`src/rtl/riscv_pkg.sv`:
```
// riscv_pkg: shared definitions for the decode stage of the pipelined RV32 core.
//   - XLEN and the base-ISA major opcodes used by decode
//   - imm_type_e: which immediate format an instruction carries
//   - decode_ctrl_t: per-instruction control derived from the opcode
//   - decode_ctrl(): opcode/rd -> control, shared by the top and anything else that decodes
package riscv_pkg;

  localparam int XLEN = 32;

  localparam logic [6:0] OP     = 7'b0110011;
  localparam logic [6:0] OP_IMM = 7'b0010011;
  localparam logic [6:0] LOAD   = 7'b0000011;
  localparam logic [6:0] STORE  = 7'b0100011;
  localparam logic [6:0] BRANCH = 7'b1100011;
  localparam logic [6:0] JAL    = 7'b1101111;
  localparam logic [6:0] JALR   = 7'b1100111;
  localparam logic [6:0] LUI    = 7'b0110111;
  localparam logic [6:0] AUIPC  = 7'b0010111;

  typedef enum logic [2:0] {
    IMM_I,
    IMM_S,
    IMM_B,
    IMM_U,
    IMM_J,
    IMM_NONE
  } imm_type_e;

  typedef struct packed {
    logic      uses_rs1;
    logic      uses_rs2;
    logic      reg_write;
    logic      is_load;
    imm_type_e imm_type;
  } decode_ctrl_t;

  // Control is a function of the opcode and rd only; no operand data is
  // involved, which keeps the hazard path (and so if_ready) off rs*_data.
  function automatic decode_ctrl_t decode_ctrl(input logic [6:0] opcode,
                                               input logic [4:0] rd);
    decode_ctrl_t c;
    c.uses_rs1  = 1'b1;
    c.uses_rs2  = 1'b0;
    c.reg_write = 1'b0;
    c.is_load   = 1'b0;
    c.imm_type  = IMM_NONE;
    case (opcode)
      OP: begin
        c.uses_rs2  = 1'b1;
        c.reg_write = 1'b1;
      end
      OP_IMM: begin
        c.reg_write = 1'b1;
        c.imm_type  = IMM_I;
      end
      LOAD: begin
        c.reg_write = 1'b1;
        c.is_load   = 1'b1;
        c.imm_type  = IMM_I;
      end
      STORE: begin
        c.uses_rs2 = 1'b1;
        c.imm_type = IMM_S;
      end
      BRANCH: begin
        c.uses_rs2 = 1'b1;
        c.imm_type = IMM_B;
      end
      JAL: begin
        c.uses_rs1  = 1'b0;
        c.reg_write = 1'b1;
        c.imm_type  = IMM_J;
      end
      JALR: begin
        c.reg_write = 1'b1;
        c.imm_type  = IMM_I;
      end
      LUI, AUIPC: begin
        c.uses_rs1  = 1'b0;
        c.reg_write = 1'b1;
        c.imm_type  = IMM_U;
      end
      default: ;
    endcase
    // Writes to x0 are architectural no-ops; treating them as non-writing
    // also keeps them out of the load-use comparison.
    if (rd == 5'd0) c.reg_write = 1'b0;
    return c;
  endfunction

endpackage

```
`src/rtl/decode_stage_if.sv`:
```
// decode_stage_if: pipeline handshake bundle around the decode stage.
//   Fetch side : if_valid/if_pc/if_instr toward decode, if_ready back.
//   Execute side: ex_* ID/EX contents and ex_valid toward execute, ex_ready back.
// Modports:
//   slave  - the decode stage (consumes fetch, produces ID/EX)
//   master - the surrounding pipeline (produces fetch, consumes ID/EX)
interface decode_stage_if;
  import riscv_pkg::*;

  logic            if_valid;
  logic            if_ready;
  logic [XLEN-1:0] if_pc;
  logic [XLEN-1:0] if_instr;

  logic            ex_valid;
  logic            ex_ready;
  logic [XLEN-1:0] ex_pc;
  logic [XLEN-1:0] ex_instr;
  logic [XLEN-1:0] ex_rs1;
  logic [XLEN-1:0] ex_rs2;
  logic [XLEN-1:0] ex_imm;
  logic [4:0]      ex_rd;
  logic            ex_reg_write;
  logic            ex_is_load;

  modport slave (
    input  if_valid, if_pc, if_instr, ex_ready,
    output if_ready, ex_valid, ex_pc, ex_instr, ex_rs1, ex_rs2, ex_imm,
           ex_rd, ex_reg_write, ex_is_load
  );

  modport master (
    output if_valid, if_pc, if_instr, ex_ready,
    input  if_ready, ex_valid, ex_pc, ex_instr, ex_rs1, ex_rs2, ex_imm,
           ex_rd, ex_reg_write, ex_is_load
  );

endinterface

```
`src/rtl/decode_stage_imm_gen.sv`:
```
// imm_gen: combinational RV32 immediate extraction.
//   instr    - instruction word
//   imm_type - immediate format selected by decode
//   imm      - sign-extended 32-bit immediate (0 for IMM_NONE)
module imm_gen
  import riscv_pkg::*;
(
  input  logic [XLEN-1:0] instr,
  input  imm_type_e       imm_type,
  output logic [XLEN-1:0] imm
);

  // The opcode field never contributes to an immediate.
  logic unused_opcode;
  assign unused_opcode = ^instr[6:0];

  always_comb begin
    // NOTE: a default before the case keeps every path assigned, so no latch.
    imm = '0;
    case (imm_type)
      IMM_I: imm = {{20{instr[31]}}, instr[31:20]};
      IMM_S: imm = {{20{instr[31]}}, instr[31:25], instr[11:7]};
      IMM_B: imm = {{19{instr[31]}}, instr[31], instr[7], instr[30:25], instr[11:8], 1'b0};
      IMM_U: imm = {instr[31:12], 12'h000};
      IMM_J: imm = {{11{instr[31]}}, instr[31], instr[19:12], instr[20], instr[30:21], 1'b0};
      default: imm = '0;
    endcase
  end

endmodule

```
`src/rtl/decode_stage.sv`:
```
// decode_stage: instruction-decode stage of the pipelined RV32 core.
//   clk, rst           - clock, asynchronous active-high reset
//   bus (slave)        - fetch handshake in, ID/EX register out
//   flush              - kill the instruction in decode and in ID/EX
//   rs1_addr/rs2_addr  - register-file read addresses (combinational)
//   rs1_data/rs2_data  - register-file read data (x0 reads 0)
//   wb_write/addr/data - writeback port, bypassed into the operands
// Holds operand bypass, load-use hazard detection and the ID/EX register.
module decode_stage
  import riscv_pkg::*;
(
  input  logic            clk,
  input  logic            rst,
  decode_stage_if.slave   bus,
  input  logic            flush,
  output logic [4:0]      rs1_addr,
  output logic [4:0]      rs2_addr,
  input  logic [XLEN-1:0] rs1_data,
  input  logic [XLEN-1:0] rs2_data,
  input  logic            wb_write,
  input  logic [4:0]      wb_addr,
  input  logic [XLEN-1:0] wb_data
);

  typedef struct packed {
    logic            valid;
    logic [XLEN-1:0] pc;
    logic [XLEN-1:0] instr;
    logic [XLEN-1:0] rs1;
    logic [XLEN-1:0] rs2;
    logic [XLEN-1:0] imm;
    logic [4:0]      rd;
    logic            reg_write;
    logic            is_load;
  } id_ex_t;

  id_ex_t          id_ex;
  decode_ctrl_t    ctrl;
  logic [XLEN-1:0] imm;
  logic [XLEN-1:0] op1;
  logic [XLEN-1:0] op2;
  logic            hazard;
  logic            advance;

  assign rs1_addr = bus.if_instr[19:15];
  assign rs2_addr = bus.if_instr[24:20];
  assign ctrl     = decode_ctrl(bus.if_instr[6:0], bus.if_instr[11:7]);

  imm_gen u_imm_gen (
    .instr    (bus.if_instr),
    .imm_type (ctrl.imm_type),
    .imm      (imm)
  );

  // The register file only commits the writeback at the next edge, so an
  // instruction captured on that same edge must take wb_data directly.
  assign op1 = (wb_write && wb_addr == rs1_addr && wb_addr != 5'd0) ? wb_data : rs1_data;
  assign op2 = (wb_write && wb_addr == rs2_addr && wb_addr != 5'd0) ? wb_data : rs2_data;

  // A load result is not available until after execute, so a dependent
  // instruction right behind it must wait one slot.
  assign hazard = id_ex.valid && id_ex.is_load && (id_ex.rd != 5'd0) &&
                  ((ctrl.uses_rs1 && rs1_addr == id_ex.rd) ||
                   (ctrl.uses_rs2 && rs2_addr == id_ex.rd));

  assign advance = !id_ex.valid || bus.ex_ready;

  always_comb begin
    if (rst || flush)                  bus.if_ready = 1'b1;
    else if (!advance)                 bus.if_ready = 1'b0;
    else if (hazard && bus.if_valid)   bus.if_ready = 1'b0;
    else                               bus.if_ready = 1'b1;
  end

  // NOTE: sequential state uses non-blocking assignments so every register
  // samples the pre-edge values regardless of statement order.
  always_ff @(posedge clk or posedge rst) begin
    if (rst) begin
      // NOTE: the payload is reset as well, not just valid, because the
      // outputs must read as zero out of reset.
      id_ex <= '0;
    end else if (flush) begin
      id_ex.valid <= 1'b0;
    end else if (!advance) begin
      id_ex <= id_ex;
    end else if (hazard && bus.if_valid) begin
      id_ex.valid <= 1'b0;
    end else begin
      id_ex.valid     <= bus.if_valid;
      id_ex.pc        <= bus.if_pc;
      id_ex.instr     <= bus.if_instr;
      id_ex.rs1       <= op1;
      id_ex.rs2       <= op2;
      id_ex.imm       <= imm;
      id_ex.rd        <= ctrl.reg_write ? bus.if_instr[11:7] : 5'd0;
      id_ex.reg_write <= ctrl.reg_write;
      id_ex.is_load   <= ctrl.is_load;
    end
  end

  assign bus.ex_valid     = id_ex.valid;
  assign bus.ex_pc        = id_ex.pc;
  assign bus.ex_instr     = id_ex.instr;
  assign bus.ex_rs1       = id_ex.rs1;
  assign bus.ex_rs2       = id_ex.rs2;
  assign bus.ex_imm       = id_ex.imm;
  assign bus.ex_rd        = id_ex.rd;
  assign bus.ex_reg_write = id_ex.reg_write;
  assign bus.ex_is_load   = id_ex.is_load;

endmodule

```
`src/flat_wrapper.sv`:
```
// flat-port wrapper written by rule: the top's interface ports become plain ports
module decode_stage_flat import riscv_pkg::*;
  (clk, rst, flush, rs1_addr, rs2_addr, rs1_data, rs2_data, wb_write, wb_addr, wb_data, bus_if_valid, bus_if_pc, bus_if_instr, bus_ex_ready, bus_if_ready, bus_ex_valid, bus_ex_pc, bus_ex_instr, bus_ex_rs1, bus_ex_rs2, bus_ex_imm, bus_ex_rd, bus_ex_reg_write, bus_ex_is_load);
  decode_stage_if bus_i ();
  input  logic clk;
  input  logic rst;
  input  logic flush;
  output logic [4:0] rs1_addr;
  output logic [4:0] rs2_addr;
  input  logic [XLEN-1:0] rs1_data;
  input  logic [XLEN-1:0] rs2_data;
  input  logic wb_write;
  input  logic [4:0] wb_addr;
  input  logic [XLEN-1:0] wb_data;
  input wire logic [$bits(bus_i.if_valid)-1:0] bus_if_valid;
  input wire logic [$bits(bus_i.if_pc)-1:0] bus_if_pc;
  input wire logic [$bits(bus_i.if_instr)-1:0] bus_if_instr;
  input wire logic [$bits(bus_i.ex_ready)-1:0] bus_ex_ready;
  output wire logic [$bits(bus_i.if_ready)-1:0] bus_if_ready;
  output wire logic [$bits(bus_i.ex_valid)-1:0] bus_ex_valid;
  output wire logic [$bits(bus_i.ex_pc)-1:0] bus_ex_pc;
  output wire logic [$bits(bus_i.ex_instr)-1:0] bus_ex_instr;
  output wire logic [$bits(bus_i.ex_rs1)-1:0] bus_ex_rs1;
  output wire logic [$bits(bus_i.ex_rs2)-1:0] bus_ex_rs2;
  output wire logic [$bits(bus_i.ex_imm)-1:0] bus_ex_imm;
  output wire logic [$bits(bus_i.ex_rd)-1:0] bus_ex_rd;
  output wire logic [$bits(bus_i.ex_reg_write)-1:0] bus_ex_reg_write;
  output wire logic [$bits(bus_i.ex_is_load)-1:0] bus_ex_is_load;
  assign bus_i.if_valid = bus_if_valid;
  assign bus_i.if_pc = bus_if_pc;
  assign bus_i.if_instr = bus_if_instr;
  assign bus_i.ex_ready = bus_ex_ready;
  assign bus_if_ready = bus_i.if_ready;
  assign bus_ex_valid = bus_i.ex_valid;
  assign bus_ex_pc = bus_i.ex_pc;
  assign bus_ex_instr = bus_i.ex_instr;
  assign bus_ex_rs1 = bus_i.ex_rs1;
  assign bus_ex_rs2 = bus_i.ex_rs2;
  assign bus_ex_imm = bus_i.ex_imm;
  assign bus_ex_rd = bus_i.ex_rd;
  assign bus_ex_reg_write = bus_i.ex_reg_write;
  assign bus_ex_is_load = bus_i.ex_is_load;
  decode_stage u_core (.clk(clk), .rst(rst), .bus(bus_i), .flush(flush), .rs1_addr(rs1_addr), .rs2_addr(rs2_addr), .rs1_data(rs1_data), .rs2_data(rs2_data), .wb_write(wb_write), .wb_addr(wb_addr), .wb_data(wb_data));
endmodule
```
`config.mk`:
```
export PLATFORM = sky130hd
export DESIGN_NAME = decode_stage_flat
export DESIGN_NICKNAME = d
export VERILOG_FILES = /design/src/rtl/riscv_pkg.sv /design/src/rtl/decode_stage_if.sv /design/src/rtl/decode_stage_imm_gen.sv /design/src/rtl/decode_stage.sv /design/src/flat_wrapper.sv
export SDC_FILE = /design/constraint.sdc
export NUM_CORES = 1
export LEC_CHECK = 0
export BUFFER_PORTS_ARGS = -buffer_cell sky130_fd_sc_hd__buf_4
export CORE_AREA = 2 2 137 139
export DETAILED_ROUTE_END_ITERATION = 10
export DIE_AREA = 0 0 139 141
export GPL_TIMING_DRIVEN = 0
export HOLD_SLACK_MARGIN = 0.06
export PLACE_DENSITY = 0.86
export SETUP_SLACK_MARGIN = 0.15
export SYNTH_ARGS = -nofsm -noshare
export SYNTH_HDL_FRONTEND = slang
export SYNTH_HIERARCHICAL = 1
export SYNTH_SLANG_ARGS = --single-unit
```
`constraint.sdc`:
```
create_clock -name clk -period 6.2 [get_ports clk]
set_input_delay 0.93 -clock clk [delete_from_list [all_inputs] [get_ports clk]]
set_output_delay 0.93 -clock clk [all_outputs]
set_load 0.02 [all_outputs]
```
Word-level counts from Yosys, hierarchy flattened:

Cells that the tools add are included.

* bits in registers: 168
* bits of input ports: 171
* logic and storage cells: 70

* eq/ne operators: 17
* mux-type cells: 17
* bitwise logic cells: 2
* reductions and logical operators: 25

Operators with widths (number)
* $mux 168: 1
* $mux 167: 1
* $pmux 32 s5: 1
* $mux 32: 2
* $eq 7x6->1 const B: 3
* $eq 7x7->1 const B: 3
* $eq 5x5->1: 4
* $pmux 3 s5: 1
* $eq 7x5->1 const B: 2
* $logic_and 1x1->1: 10
* $mux 1: 10
* $reduce_bool 5->1: 2
* $reduce_or 3->1: 3
* $eq 7x2->1 const B: 1
* $reduce_or 7->1: 1
* $eq 3x2->1 const B: 2
* $logic_not 5->1: 1
* $mux 5: 1
* $eq 3x1->1 const B: 1
* $eq 3x3->1 const B: 1
* $logic_not 3->1: 1
* $logic_or 1x1->1: 3
* $reduce_and 3->1: 1
* $not 1->1: 2
* other kinds (3): 3

Logic depth before layout (Yosys ltp):

Gate-level depths: netlist (run 1).

* word-level depth: 10
* depth in mapped cells: 12
* depth with buffers taken out: 9

Modules after synthesis:

Netlist (run 1), hierarchy kept.

Modules (own cells, without submodules)
* decode_stage: instances 1, cells an instance 589, area each 7566.0 µm², seq. area each 4204.0 µm²
* imm_gen: instances 1, cells an instance 97, area each 516.7 µm², seq. area each 0.0 µm²

Least setup slack after synthesis (run 1):

Ideal clock, no wire load.

* path type: input to output
* start point: input port bus_if_instr[3]
* end point: output port bus_if_ready
* data arrival time: 2.388 ns
* data required time: 5.270 ns
* setup slack: 2.882 ns
* cell stages on the path: 6
* path buffers: 1
* cell sequence: nand3b_1 or3_1 nor4_2 o211ai_2 clkbuf_1 a211o_1

* cells in the longest elaborated chain, start to end: 10
* elaborated cells on any way between the ends: 18
* classes of those cells: eq/ne: 6; mux: 5; reduce/logical: 7

RTL lines
* start: declaration: RTL line flat_wrapper.sv:17 `input wire logic [$bits(bus_i.if_instr)-1:0] bus_if_instr;`
* $eq 7x7->1, or another cell as far along: RTL line riscv_pkg.sv:47 `case (opcode)`
* $reduce_or 3->1 (no line)
* $mux 1: RTL line riscv_pkg.sv:47
* $logic_and 1x1->1, on equally long branches: RTL line decode_stage.sv:63, decode_stage.sv:64
* $logic_or 1x1->1 (*): RTL line decode_stage.sv:63 `((ctrl.uses_rs1 && rs1_addr == id_ex.rd) ||`
* $logic_and 1x1->1 (*): RTL line decode_stage.sv:62 `assign hazard = id_ex.valid && id_ex.is_load && (id_ex.rd != 5'd0) &&`
* $logic_and 1x1->1 (*): RTL line decode_stage.sv:71 `else if (hazard && bus.if_valid) bus.if_ready = 1'b0;`
* $mux 1 (*): RTL line decode_stage.sv:71
* $mux 1 (*): RTL line decode_stage.sv:70 `else if (!advance) bus.if_ready = 1'b0;`
* $mux 1 (*): RTL line decode_stage.sv:69 `if (rst || flush) bus.if_ready = 1'b1;`
* end: declaration: RTL line flat_wrapper.sv:19 `output wire logic [$bits(bus_i.if_ready)-1:0] bus_if_ready;`

Every way passes the cells marked *; elsewhere a longest branch is shown, timed or not.

Worst setup path in the final report (run 1):

Ends and elaborated chain as after synthesis.

==> results of run 1 <==
==> worst max-delay path by stage <==
stage / startpoint / end / slack, ns / depth (start not counted)
2_1_floorplan: rst / u_core/bus.ex_imm[0]$_DFFE_PP0P_ / 0.72 / 1
3_3_place_gp: rst / u_core/bus.ex_pc[24]$_DFFE_PP0P_ / -1.17 / 2
3_5_place_dp: bus_if_instr[3] / bus_if_ready / 2.32 / 8
4_1_cts: bus_if_instr[3] / bus_if_ready / 2.32 / 8
5_1_grt: bus_if_instr[3] / bus_if_ready / 2.18 / 8
6_report: bus_if_instr[3] / bus_if_ready / 2.30 / 8
==> sequential cells by signal, indices dropped and copies added, names as in the netlist <==
signal and cells:
u_core/bus.ex_instr 32, u_core/bus.ex_valid 1, u_core/bus.ex_is_load 1, u_core/bus.ex_pc 32, u_core/bus.ex_rs2 32, u_core/bus.ex_rd 5, u_core/bus.ex_imm 32, u_core/bus.ex_reg_write 1
u_core/bus.ex_rs1 32
==> Yosys cell counts, types with 3 or more instances <==
cell type	n
dfrtp_1	168
a21oi_1	148
mux2_2	67
mux2i_1	66
mux2_4	30
nand2_1	29
buf_2	19
clkbuf_1	19
nor2b_1	17
o21ai_0	15
buf_6	11
buf_4	10
xnor2_1	10
xor2_1	10
o22ai_1	8
nor2_1	7
nand3_1	6
a22o_1	5
nand2b_1	5
inv_1	4
nor3_1	3
==> cell type report <==
| class | instances | area, um^2 | area share (%) |
|---|---|---|---|
| plain buffers | 62 | 377.9 | 3.252 |
| clock buffers | 17 | 425.4 | 3.661 |
| clock inverters | 15 | 173.9 | 1.497 |
| inverters | 4 | 22.52 | 0.1938 |
| multi-input cells | 452 | 3492 | 30.05 |
| flip-flops and latches | 168 | 4204 | 36.18 |
| well taps | 234 | 292.8 | 2.519 |
| repair buffers | 348 | 2633 | 22.65 |
==> metal layers <==
layer	vias to the layer above	wire length [um]	GRT usage (%)	share of wire, %
met3	46	1746	5.537	6.8
met1	3402	10160	32.87	40
met4	0	660	9.942	2.6
met5	-	0	0	0
met2	308	13010	44.10	51
li1	3185	-	-	-
==> worst max-delay path: stages <==
cell and delay, ns:
buf_4 0.14, nand3b_1 0.23, or3_1 0.43, nor4_2 0.26, o211ai_2 0.19, clkbuf_1 0.30, a211o_1 0.33, buf_4 0.16
==> stage by stage <==
stage          worst slack (ns)  utilization, %  TNS [ns]  hold WS [ns]  std cells
2_1_floorplan            0.7233               -         0        0.6046        686
3_3_place_gp             -1.166           60.11   -194.01        0.4908       1267
3_5_place_dp              2.324           60.34         0        0.4926       1268
4_1_cts                   2.316           63.62         0        0.5101       1300
5_1_grt                   2.178           63.62         0        0.5211       1300
6_report                  2.297           63.62         0        0.5082       1300
==> cell families after synthesis <==
family / after synthesis
multiplexers: 163
XOR/XNOR: 20
adder cells (fa/ha/maj): 1
flip-flops: 168
AND/OR/NAND/NOR: 86
AO/OA/AOI/OAI: 182
buffers and inverters: 66
==> where the power goes <==
part	switching (uW)	internal, uW	leakage, uW
clock	499	579	0.000293
combinational	387	354	0.00317
sequential	65.7	1210	0.00201
==> metrics.md, run 1 <==
| Metric | Value |
|---|---|
| Post-synthesis cell type count | `43` |
| Most common cell after layout, fill and taps aside | `buf_4` |
| Reg2reg setup slack | `3.60 ns` |
| First-pass GRT wire length | `39.98 mm` |
| Achievable Freq | `0.2562 GHz` |
| Final wirelength | `25.57 mm` |
| RSZ-0062 raised after global routing | `no` |
| Relative slew slack | `37.18%` |
| Tcrit/Tclk final | `62.95%` |
| Hold Path Origin | `u_core/bus.ex_instr[22]$_DFFE_PP0P_` |
| Synth Area in Adders | `0.1393%` |
| Crit path kind | `in -> out` |
| Synth Area in Compound Gates | `11.92%` |
| Worst Tran Pin Value | `0.9346 ns` |
| Drt pass-1 iters | `5` |
| Final hold vios | `0` |
| Crit end category | `primary output` |
| Clk root buf | `clkbuf_16` |
| Peak supply drop | `0.1817 mV` |
| Synth Instances | `686` |
| Startpoint Class | `input pin` |
| Status | `complete, no violations` |
| Finished Cell Area | `0.01162 mm^2` |
| Clock transition at the registers of the reported paths | `0.07 ns` |
| Via Count | `6,941` |
| Worst hold stages | `1` |
| Mapped Area | `0.008083 mm^2` |
| Leak | `0.005478 uW` |
| Global placement routability congestion | `0.9086` |
| Post-Syn Nets | `857` |
| R2R cell count | `7` |
| Most frequent cells in the layout | `357 x buf_4, 168 x dfrtp_1, 148 x a21oi_1` |
| WL per Instance | `19.67 um` |
| Antenna-violating nets left | `0` |
| Hold path endpoint | `u_core/bus.ex_instr[22]$_DFFE_PP0P_` |
| Area share of the largest cell type after synthesis | `52.01%` |
| Post-CTS Setup Repair Bufs | `0` |
| CTS tree | `yes` |
| Post-layout power | `3093 uW` |
| # setup viols final | `0` |
| Critical R2R Capture | `u_core/bus.ex_instr[15]$_DFFE_PP0P_` |
| Drt initial violations | `436` |
| Yosys warning count | `6` |
| GRT Total Usage | `26.00%` |
| Avg Cell Area, Syn | `11.78 um^2` |
| Number of vias per cell | `5.339` |
| Area contributors post-synth | `dfrtp_1 52%, mux2_2 9.3%, a21oi_1 9.2%` |
| Critical Path AT | `2.97 ns` |
| Cell Rows | `50` |
| Die width | `139 um` |
| Num ports | `350` |
| Post-route DRC | `0` |
| Tmin final | `3.903 ns` |
| Final net count | `1,224` |
| Vias in the first global route | `7,152` |
| XOR/XNOR Fraction of Synth Area | `2.167%` |
| Area growth syn-to-layout | `43.78%` |
| Die Height | `141 um` |
| Max Root-Sink Buffers | `2` |
| Yosys top cell by area | `dfrtp_1` |
| Post-synthesis mux area share | `23.08%` |
| Sequential element share of the synthesized area | `52.01%` |
| Max-cap violations | `0` |
| Hold crit path type | `reg -> reg` |
| Largest family of logic cells by synthesized area | `multiplexers` |
| Grt ovf | `0` |
| Post-Synth Simple-Gate Area | `5.820%` |
| Fill count | `1,505` |
| Post-synth EDFFs | `0` |
| Share of layout cells above drive strength 1 | `49.25%` |
| Die area | `0.01960 mm^2` |
| Clk sink count | `168` |
| PD cells | `266.1 mW/mm^2` |
| Largest net degree at the start of global routing | `100` |
| Post-DP Area | `0.01102 mm^2` |
| Worst-Skew Late Latency | `0.43 ns` |
| CTS H-Tree Depth | `4` |
| Max Clock Skew | `0.01179 ns` |
| Antenna diodes | `0` |
| Initial antenna violation count | `0` |
| Port-buffer cells | `347` |
| TritonCTS buffer count | `17` |
| Worst path required time | `5.27 ns` |
| CP max FO | `10` |
| CTS Hold Bufs | `0` |
| Critical R2R Launch | `u_core/bus.ex_rd[4]$_DFFE_PP0P_` |
| Synth Flop Type | `dfrtp_1` |
| HPWL Detailed | `19.54 mm` |
| Initial Util | `44.25%` |
| Core box area | `0.01827 mm^2` |
| Seq cells post-synth | `168` |
| CTS-repair resized insts | `0` |
| Final Slew Violations | `0` |
| Post-synth ARST share | `100.0%` |
No activity file was read; power rests on OpenSTA's default activity.
==> inputs of run 2 (changes only) <==
--- a/config.mk
+++ b/config.mk
@@ -5,13 +5,13 @@
 export SDC_FILE = /design/constraint.sdc
 export NUM_CORES = 1
 export LEC_CHECK = 0
+export ABC_AREA = 1
 export BUFFER_PORTS_ARGS = -buffer_cell sky130_fd_sc_hd__buf_4
-export CORE_AREA = 2 2 137 139
+export CORE_UTILIZATION = 50
 export DETAILED_ROUTE_END_ITERATION = 10
-export DIE_AREA = 0 0 139 141
 export GPL_TIMING_DRIVEN = 0
 export HOLD_SLACK_MARGIN = 0.06
-export PLACE_DENSITY = 0.86
+export PLACE_DENSITY = 0.92
 export SETUP_SLACK_MARGIN = 0.15
 export SYNTH_ARGS = -nofsm -noshare
 export SYNTH_HDL_FRONTEND = slang
==> constraint.sdc (replaced) <==
create_clock -name clk -period 3.95 [get_ports clk]
set_input_delay 0.5925 -clock clk [delete_from_list [all_inputs] [get_ports clk]]
set_output_delay 0.5925 -clock clk [all_outputs]
set_load 0.02 [all_outputs]
==> run 2 against run 1 <==
Compared with the run above:
- total power up 60%
- global-route usage up 11 points
- first-iteration DRC count rose to 2.8 times the previous value
- non-clock buffer count up 52
- sequential share of layout area down 2.6 points
- register-to-register slack worse by 1.9 ns
- sequential cell count unchanged
- clock power up 59%
- critical endpoint unchanged
- count of clock-buffer cells in the layout up 1
- setup slack worse by 1.4 ns
- combinational power up 67%
- sequential power up 57%
- largest cell class unchanged
==> metrics.md, run 2 <==
| Metric | Value |
|---|---|
| Critical-path top delay cell | `clkbuf_1` |
| Synth Flop Type | `dfrtp_1` |
| Cell Rows | `48` |
| Yosys top cell by area | `dfrtp_1` |
| Reg2reg setup slack | `1.71 ns` |
| Die Height | `135.7 um` |
| First-pass GRT wire length | `51.32 mm` |
| Count leader, synth | `nand2_1` |
| Core box area | `0.01736 mm^2` |
| WL per Instance | `18.85 um` |
| Final net count | `1,737` |
| Clk root buf | `clkbuf_16` |
| Via Count | `10,540` |
| Crit path kind | `reg -> out` |
| Post-CTS Setup Repair Bufs | `0` |
| Leak | `0.006980 uW` |
| Area contributors post-synth | `dfrtp_1 47%, nand2_1 22%, nand4_1 13%` |
| Share of layout cells above drive strength 1 | `28.69%` |
| Post-synthesis cell type count | `26` |
| HPWL Detailed | `25.64 mm` |
| Antenna-violating nets left | `0` |
| Largest net degree at the start of global routing | `46` |
| Max Root-Sink Buffers | `2` |
| Max incr delay on CP | `0.54 ns` |
| Post-route DRC | `0` |
| Post-synth EDFFs | `0` |
| Port-buffer cells | `349` |
| Antenna diodes | `0` |
| Final Slew Violations | `0` |
| Mapped Area | `0.008936 mm^2` |
| Relative slew slack | `31.75%` |
| Seq cells post-synth | `168` |
| Startpoint Class | `flip-flop` |
| Synth Instances | `1,193` |
| Internal power | `3362 uW` |
| RSZ-0062 raised after global routing | `no` |
| Final hold vios | `0` |
| Switching Fraction | `32.25%` |
| CTS-repair resized insts | `0` |
| Status | `complete, no violations` |
| Vias in the first global route | `9,748` |
| Clk sink count | `168` |
| Avg Cell Area, Syn | `7.490 um^2` |
| CP Buf/Inv Count | `3` |
| CTS Hold Bufs | `0` |
| CTS tree | `yes` |
| Worst-Skew Late Latency | `0.44 ns` |
| Post-synth ARST share | `100.0%` |
| Tcrit/Tclk final | `77.49%` |
| Initial Util | `51.49%` |
| GRT Total Usage | `36.79%` |
| Die area | `0.01841 mm^2` |
| TritonCTS buffer count | `17` |
| Crit end category | `primary output` |
| Drt pass-1 iters | `6` |
| Fill count | `1,310` |
| Most common cell after layout, fill and taps aside | `nand2_1` |
| Max-cap violations | `0` |
| Peak supply drop | `0.3088 mV` |
| # setup viols final | `0` |
| Worst Tran Pin Value | `1.013 ns` |
| Area share of the largest cell type after synthesis | `47.05%` |
| Grt ovf | `0` |
| Area growth syn-to-layout | `40.21%` |
| Max Clock Skew | `0.01208 ns` |
| Post-layout power | `4963 uW` |
| Global placement routability congestion | `0.9604` |
| Share of power burned in combinational logic | `25.0%` |
| Sequential element share of the synthesized area | `47.05%` |
| P_sw | `1600 uW` |
| Final wirelength | `34.00 mm` |
| Achievable Freq | `0.3267 GHz` |
| Critical Path AT | `2.47 ns` |
| Tmin final | `3.061 ns` |
| R2R cell count | `5` |
| CTS H-Tree Depth | `4` |
| Drt initial violations | `1,221` |
| Hold Slack | `0.2023 ns` |
| Most frequent cells in the layout | `527 x nand2_1, 364 x buf_4, 182 x nand4_1` |
| Clock power frac | `34.7%` |
| CP max FO | `10` |
| Largest delay contributor family on the critical path | `buffers and inverters` |
| Crit-path cells | `nand2_1 > clkbuf_1 > clkbuf_1 > nand2_1 > nand3_1 > buf_4` |
| Flop pwr share | `40.3%` |
| Yosys warning count | `6` |
| Worst path required time | `3.36 ns` |
| Critical R2R Capture | `u_core/bus.ex_rs1[12]$_DFFE_PP0P_` |
| Hold crit path type | `in -> async` |
| Initial antenna violation count | `0` |
| Number of vias per cell | `5.840` |
| Critical R2R Launch | `u_core/bus.ex_valid$_DFFE_PP0P_` |
| Clock transition at the registers of the reported paths | `0.07 ns` |
| Num ports | `350` |
| PD cells | `396.1 mW/mm^2` |
| Die width | `135.7 um` |
| Post-Syn Nets | `1,364` |
| Commonest cells post-synth | `527 x nand2_1, 182 x nand4_1, 168 x dfrtp_1, 109 x nand3_1, 44 x clkbuf_1` |
[run 2: logic make-up (layout without fill, tap and decap cells)]
logic type	after synthesis	in the layout	synth area share [%]
XOR/XNOR	8	8	0.7841
AND/OR/NAND/NOR	863	863	43.49
AO/OA/AOI/OAI	13	13	0.8261
flip-flops	168	168	47.05
buffers and inverters	141	527	7.855
[run 2: how the worst max path moves through the flow]
| stage | slack, ns | end | start | cells past startpoint |
|---|---|---|---|---|
| final | 0.89 | bus_if_ready | u_core/bus.ex_valid$_DFFE_PP0P_ | 6 |
| after global routing | 0.76 | bus_if_ready | u_core/bus.ex_valid$_DFFE_PP0P_ | 6 |
| after CTS | 0.97 | bus_if_ready | u_core/bus.ex_valid$_DFFE_PP0P_ | 6 |
| after detailed placement | 1.11 | u_core/bus.ex_imm[31]$_DFFE_PP0P_ | bus_if_instr[1] | 10 |
| after global placement | -1.10 | bus_if_ready | rst | 4 |
| after floorplan | -0.33 | bus_if_ready | rst | 2 |
[run 2: area by class of cell]
cell class / count / area, um^2 / share of cell area, %
Sequential cell: 168 / 4204 / 33.55
Multi-Input combinational cell: 884 / 4030 / 32.17
Timing Repair Buffer: 354 / 2705 / 21.59
Buffer: 108 / 578.1 / 4.614
Clock buffer: 18 / 439.2 / 3.505
Tap cell: 225 / 281.5 / 2.247
Clock inverter: 14 / 163.9 / 1.308
Inverter: 33 / 127.6 / 1.019
[run 2: layer usage]
metal | GRT usage (%) | wire length [um] | vias to the layer above
li1 | - | - | 4723
met4 | 20.79 | 1855 | 0
met5 | 0 | 0 | -
met2 | 57.45 | 15910 | 750
met1 | 47.34 | 12690 | 4899
met3 | 7.856 | 3537 | 163
[run 2: power groups by stage]
stage / Clock [uW] / Sequential, uW / Combinational (uW)
finish: 1720 / 2000 / 1240
global route: 1800 / 2020 / 1320
CTS: 1740 / 2000 / 1230
detailed placement: 0 / 2030 / 1220
global placement: 0 / 2020 / 1180
floorplan: 0 / 2230 / 396
[run 2: metrics by stage]
stage | worst slack, ns | TNS, ns | instance area [um^2] | util (%) | std cells
2_1_floorplan | -0.3291 | -0.3291 | 8940 | - | 1193
3_3_place_gp | -1.103 | -1.103 | 11840 | 68.22 | 1767
3_5_place_dp | 1.110 | 0 | 11930 | 68.71 | 1772
4_1_cts | 0.9747 | 0 | 12530 | 72.19 | 1804
5_1_grt | 0.7612 | 0 | 12530 | 72.19 | 1804
6_report | 0.8893 | 0 | 12530 | 72.19 | 1804
[run 2: worst register-to-register path: cells and delay by family, from the launching register on]
kind          cells  cell delay [ns]
buf+inv           2             1.08
simple gates      3             0.69
flops             1             0.43
